[src/rtl/stopwatch_counter.sv]
// stopwatch_counter: BCD stopwatch MM:SS.CC with start/stop/clear control.
//
// centisecond_clock is sampled as data. It is synchronized, and each rising
// edge gives one count. The buttons start_stop, clear and lap are levels. They
// pass through the same synchronizer and edge-detect pipeline as the
// centisecond input. Because the pipeline depth is the same for all of them,
// inputs that change on the same clk cycle are also seen on the same cycle
// inside the block.
//
// Optional feature: define LAP_HOLD_EN to enable lap hold. A lap edge in RUN
// freezes the displayed digits while the count keeps running.
//
// Parameters:
//   MIN_LIMIT   highest minute value (1..99) before wrapping to 00:00.00
//   SYNC_STAGES synchronizer flops ahead of the edge detect (>= 2)
//
// Ports:
//   clk, reset          system clock; synchronous active-high reset
//   centisecond_clock   divider output, one rising edge = one centisecond
//   start_stop          rising edge toggles run/pause
//   clear               rising edge zeroes the count and overflow
//   lap                 rising edge toggles display hold (LAP_HOLD_EN only)
//   cs_*, sec_*, min_*  BCD digits to the display mux
//   running             high in RUN
//   overflow            sticky; set on a MIN_LIMIT:59.99 -> 00:00.00 wrap
//   lap_held            display frozen (constant 0 without LAP_HOLD_EN)
module stopwatch_counter #(
  parameter int MIN_LIMIT   = 99,
  parameter int SYNC_STAGES = 2
) (
  input  logic       clk,
  input  logic       reset,
  input  logic       centisecond_clock,
  input  logic       start_stop,
  input  logic       clear,
  input  logic       lap,
  output logic [3:0] cs_ones,
  output logic [3:0] cs_tens,
  output logic [3:0] sec_ones,
  output logic [3:0] sec_tens,
  output logic [3:0] min_ones,
  output logic [3:0] min_tens,
  output logic       running,
  output logic       overflow,
  output logic       lap_held
);

  typedef enum logic [1:0] {IDLE, RUN, PAUSE} state_t;

  typedef struct packed {
    logic [3:0] min_tens;
    logic [3:0] min_ones;
    logic [3:0] sec_tens;
    logic [3:0] sec_ones;
    logic [3:0] cs_tens;
    logic [3:0] cs_ones;
  } time_t;

  localparam logic [3:0] LIM_TENS = 4'(MIN_LIMIT / 10);
  localparam logic [3:0] LIM_ONES = 4'(MIN_LIMIT % 10);

  // Synchronizer and edge detect.
  // Bit 0 = centisecond, 1 = start_stop, 2 = clear, 3 = lap.
  logic [SYNC_STAGES-1:0][3:0] sync_q;
  logic [3:0]                  dly_q;
  logic [3:0]                  rise;
  logic                        tick, ss_e, clr_e, lap_e;

  always_ff @(posedge clk) begin
    if (reset) begin
      sync_q <= '0;
      dly_q  <= '0;
    end else begin
      sync_q <= {sync_q[SYNC_STAGES-2:0], {lap, clear, start_stop, centisecond_clock}};
      dly_q  <= sync_q[SYNC_STAGES-1];
    end
  end

  assign rise  = sync_q[SYNC_STAGES-1] & ~dly_q;
  assign tick  = rise[0];
  assign ss_e  = rise[1];
  assign clr_e = rise[2];
  assign lap_e = rise[3];

  // FSM
  state_t state_q, state_d;
  logic   do_clr, do_inc;

  always_ff @(posedge clk) begin
    if (reset) state_q <= IDLE;
    else       state_q <= state_d;
  end

  // A clear edge always wins over start_stop and over a tick in the same cycle.
  always_comb begin
    state_d = state_q;
    do_clr  = 1'b0;
    do_inc  = 1'b0;
    unique case (state_q)
      IDLE: begin
        if (clr_e)     do_clr  = 1'b1;
        else if (ss_e) state_d = RUN;
      end
      RUN: begin
        if (clr_e) do_clr = 1'b1;
        else begin
          do_inc = tick;               // the tick still counts on the pause edge
          if (ss_e) state_d = PAUSE;
        end
      end
      PAUSE: begin
        if (clr_e) begin
          do_clr  = 1'b1;
          state_d = IDLE;
        end else if (ss_e) begin
          state_d = RUN;
        end
      end
      default: state_d = IDLE;
    endcase
  end

  // BCD increment chain
  time_t cnt_q, inc;
  logic  wrap;
  logic  ovf_q;

  always_comb begin
    inc  = cnt_q;
    wrap = 1'b0;
    if (cnt_q.cs_ones != 4'd9) inc.cs_ones = cnt_q.cs_ones + 4'd1;
    else begin
      inc.cs_ones = 4'd0;
      if (cnt_q.cs_tens != 4'd9) inc.cs_tens = cnt_q.cs_tens + 4'd1;
      else begin
        inc.cs_tens = 4'd0;
        if (cnt_q.sec_ones != 4'd9) inc.sec_ones = cnt_q.sec_ones + 4'd1;
        else begin
          inc.sec_ones = 4'd0;
          if (cnt_q.sec_tens != 4'd5) inc.sec_tens = cnt_q.sec_tens + 4'd1;
          else begin
            inc.sec_tens = 4'd0;
            if (cnt_q.min_tens == LIM_TENS && cnt_q.min_ones == LIM_ONES) begin
              inc  = '0;
              wrap = 1'b1;
            end else if (cnt_q.min_ones == 4'd9) begin
              inc.min_ones = 4'd0;
              inc.min_tens = cnt_q.min_tens + 4'd1;
            end else begin
              inc.min_ones = cnt_q.min_ones + 4'd1;
            end
          end
        end
      end
    end
  end

  always_ff @(posedge clk) begin
    if (reset || do_clr) begin
      cnt_q <= '0;
      ovf_q <= 1'b0;
    end else if (do_inc) begin
      cnt_q <= inc;
      if (wrap) ovf_q <= 1'b1;
    end
  end

  assign running  = (state_q == RUN);
  assign overflow = ovf_q;

  // Display path
  time_t disp;

`ifdef LAP_HOLD_EN
  time_t hold_q;
  logic  held_q;
  logic  to_pause;

  assign to_pause = (state_q == RUN) && (state_d == PAUSE);

  always_ff @(posedge clk) begin
    if (reset) begin
      held_q <= 1'b0;
      hold_q <= '0;
    end else if (clr_e || to_pause) begin
      held_q <= 1'b0;
    end else if (state_q == RUN && lap_e) begin
      if (held_q) held_q <= 1'b0;
      else begin
        held_q <= 1'b1;
        hold_q <= cnt_q;
      end
    end
  end

  assign disp     = held_q ? hold_q : cnt_q;
  assign lap_held = held_q;
`else
  logic unused_lap;
  assign unused_lap = lap_e;
  assign disp       = cnt_q;
  assign lap_held   = 1'b0;
`endif

  assign {min_tens, min_ones, sec_tens, sec_ones, cs_tens, cs_ones} = disp;

endmodule
[config.mk]
export PLATFORM = sky130hd
export DESIGN_NAME = stopwatch_counter
export DESIGN_NICKNAME = d
export VERILOG_FILES = /design/src/rtl/stopwatch_counter.sv
export SDC_FILE = /design/constraint.sdc
export NUM_CORES = 1
export LEC_CHECK = 0
export ABC_AREA = 0
export BUFFER_PORTS_ARGS = -buffer_cell sky130_fd_sc_hd__buf_2
export CAP_MARGIN = 20
export CORE_ASPECT_RATIO = 0.9
export CORE_MARGIN = 2
export CORE_UTILIZATION = 55
export CTS_CLUSTER_SIZE = 25
export DETAILED_ROUTE_END_ITERATION = 10
export PLACE_DENSITY = 0.85
export REMOVE_ABC_BUFFERS = 1
export SETUP_SLACK_MARGIN = 0.1
export SKIP_CTS_REPAIR_TIMING = 1
export SLEW_MARGIN = 20
export SYNTH_ARGS = -nofsm -noshare
export SYNTH_HDL_FRONTEND = slang
export SYNTH_SLANG_ARGS = --single-unit
[constraint.sdc]
create_clock -name clk -period 4.7 [get_ports clk]
set_input_delay 0.705 -clock clk [delete_from_list [all_inputs] [get_ports clk]]
set_output_delay 0.705 -clock clk [all_outputs]
set_load 0.01 [all_outputs]
==> results.json <==
{
  "critPathMaxStageDelay_ps": 580,
  "portBuffers": 30,
  "start_kind": "register",
  "diodes": 0,
  "slew_headroom": 0.455,
  "die_h_microns": 56.5,
  "dr.pass1.iters": 4,
  "finClkSkew_ps": 3.82,
  "overflow": 0,
  "io_pins": 33,
  "htree_levels": 2,
  "antenna_found_initial": 0,
  "worstReg2RegStart": "cs_ones[3]$_SDFFE_PP0P_",
  "hp-start": "sync_q[0]$_SDFF_PP0_",
  "cp-end-kind": "register",
  "rsz0062_at_grt": "no",
  "cts_made_buffers": 5,
  "syn_inst": 193,
  "vias": 1514,
  "drive_gt1_frac": 0.194,
  "dp_hpwl_microns": 2400,
  "ff2ff_setup_slack_ps": 2260,
  "grt_pass1_vias": 1349,
  "synth_area_sq_um": 1680,
  "hold_viol": 0,
  "yosysWarnings": 0,
  "crit_fanout": 18,
  "hold_path.class": "register to register",
  "die_w_microns": 62.3,
  "async_flop_share": 0,
  "cap_viol_max_count": 0,
  "p_per_area_nw_per_um2": 282,
  "post-route-period-util": 0.519,
  "cts_tree": "built",
  "setup_viol": 0,
  "start_util": 0.562,
  "syn2layout_area_growth_pct": 14.7,
  "cp_data_required_time_ps": 4980,
  "core_sq_um": 3000,
  "synth_seq_area_share": 0.428,
  "gp_congestion": 0.753,
  "wl_microns": 3460,
  "dpl_cell_area_sq_um": 1850,
  "power_leakage_nw": 0.737,
  "crit_start": "cs_ones[3]$_SDFFE_PP0P_",
  "design_area_sq_um": 1930,
  "synth_edf_count": 0,
  "ys_ff_latch": 36,
  "fin_crit_ps": 2440,
  "final_cells": 264,
  "avgRoutedWirePerCell_microns": 13.1,
  "final_common_cell": "dfxtp_1",
  "holdPathStages": 1,
  "crit_type": "register to register",
  "grt_usage": 0.212,
  "clk-insertion-delay-late_ps": 340,
  "worst_pin_slew_ps": 818,
  "path_buf_inv": 1,
  "nets": 231,
  "clk_path_buf_depth": 2,
  "final_cell_mix": "dfxtp_1, buf_2, a21oi_1",
  "fin_tns_setup_ps": 0,
  "path_clk_slew_ps": 110,
  "postLayoutCoreUtil": 0.645,
  "ys_types": 44,
  "cts.sinks": 36,
  "drv_slew": 0,
  "ir_worst_vdd_uv": 252,
  "n_fill_cell": 264,
  "dieArea_sq_um": 3520,
  "avgViaCountPerCell": 5.73,
  "maxClockFrequency_ghz": 0.410,
  "crit_arrival_ps": 2720,
  "crit_chain": "nor3b_1 > nand4_1 > buf_4 > or4_1 > a21oi_1",
  "rr_endpoint": "sec_ones[1]$_SDFFE_PP0P_",
  "syn_avg_cell_area_sq_um": 8.73,
  "drt_iter0_markers": 138,
  "p_total_mw": 0.545,
  "whs_endpoint": "sync_q[4]$_SDFF_PP0_",
  "grt_pass1_wl_microns": 5970,
  "grt_max_degree": 26,
  "rr_worst_depth": 5,
  "status": "completed",
  "remaining_drc_errors": 0,
  "ant_nets": 0,
  "dp_cells": 256,
  "clockRootBuffer": "clkbuf_4",
  "ys.flop_type": "dfxtp_1",
  "slowest_stage": "nand4_1",
  "rows": 19,
  "cp_top_family": "simple AND/OR/NAND/NOR gates"
}
[power breakdown]
| part | switching (mW) | internal (mW) |
|---|---|---|
| sequential | 0.00165 | 0.309 |
| clock | 0.107 | 0.111 |
| combinational | 0.0111 | 0.00556 |
[per-layer routing]
layer  routed length (microns)  global-route usage  vias up
met4                        57               0.102        0
met2                      1620               0.357       39
met5                         0                   0        -
li1                          -                   -      755
met1                      1610               0.257      713
met3                       172              0.0521        7
[layout make-up]
class / count / area, sq um / area share
flip-flops and latches: 36 / 721 / 0.373
multi-input cells: 138 / 887 / 0.459
inverters: 9 / 33.8 / 0.0175
well taps: 42 / 52.6 / 0.0272
repair buffers: 31 / 158 / 0.0816
clock buffers: 5 / 37.5 / 0.0194
clock inverters: 3 / 42.5 / 0.0220
[sequential cells by signal (all words and copies together), names as in the netlist]
register / count
overflow: 1
min_tens: 4
sec_ones: 4
sec_tens: 4
dly_q: 3
cs_tens: 4
min_ones: 4
cs_ones: 4
state_q: 2
sync_q: 6
[worst reg2reg max path, cell delays in order (launching register included)]
cell,delay [ps]
dfxtp_1,400
nor3b_1,340
nand4_1,580
buf_4,410
or4_1,500
a21oi_1,140
[cell usage after synthesis (2+ instances only)]
master	n	area (sq um)
dfxtp_1	36	721
a21oi_1	18	90.1
nor2b_1	17	106
o21ai_0	11	55.1
nand2_1	10	37.5
inv_1	9	33.8
nor2_1	9	33.8
or4_1	9	67.6
clkbuf_1	7	26.3
nand4_1	5	31.3
nor3_1	5	25.0
o31ai_1	5	37.5
a31oi_1	4	25.0
ha_1	4	50.1
nand3_1	4	20.0
or3_1	4	25.0
xor2_1	3	26.3
a21o_1	2	15.0
and3b_1	2	17.5
mux2i_1	2	20.0
nand2b_1	2	12.5
nand4bb_1	2	22.5
o32ai_1	2	17.5
[kinds of logic (layout without fill, tap and decap cells)]
logic type | after synthesis | in the layout | share of synthesized area
xor+xnor | 3 | 3 | 0.0156
compound gates | 45 | 45 | 0.157
buf+inv | 19 | 48 | 0.0453
other cells | 1 | 1 | 0.00223
flops | 36 | 36 | 0.428
mux | 2 | 2 | 0.0119
fa+ha+maj | 4 | 4 | 0.0297
simple gates | 83 | 83 | 0.311
[per-stage QoR]
step	worst slack, ps	hold WS (ps)
floorplan	2430	414
global placement	2370	415
detailed placement	2340	431
CTS	2310	457
global route	2060	464
finish	2260	456
[how the worst max path moves through the flow]
| stage | to | slack [ps] | cells past startpoint |
|---|---|---|---|
| after floorplan | sec_tens[1]$_SDFFE_PP0P_ | 2430 | 4 |
| after global placement | sec_ones[1]$_SDFFE_PP0P_ | 2370 | 5 |
| after detailed placement | sec_ones[1]$_SDFFE_PP0P_ | 2340 | 5 |
| after CTS | sec_ones[1]$_SDFFE_PP0P_ | 2310 | 5 |
| after global routing | sec_ones[1]$_SDFFE_PP0P_ | 2060 | 5 |
| final | sec_ones[1]$_SDFFE_PP0P_ | 2260 | 5 |
Power figures use the tool's default switching activity.
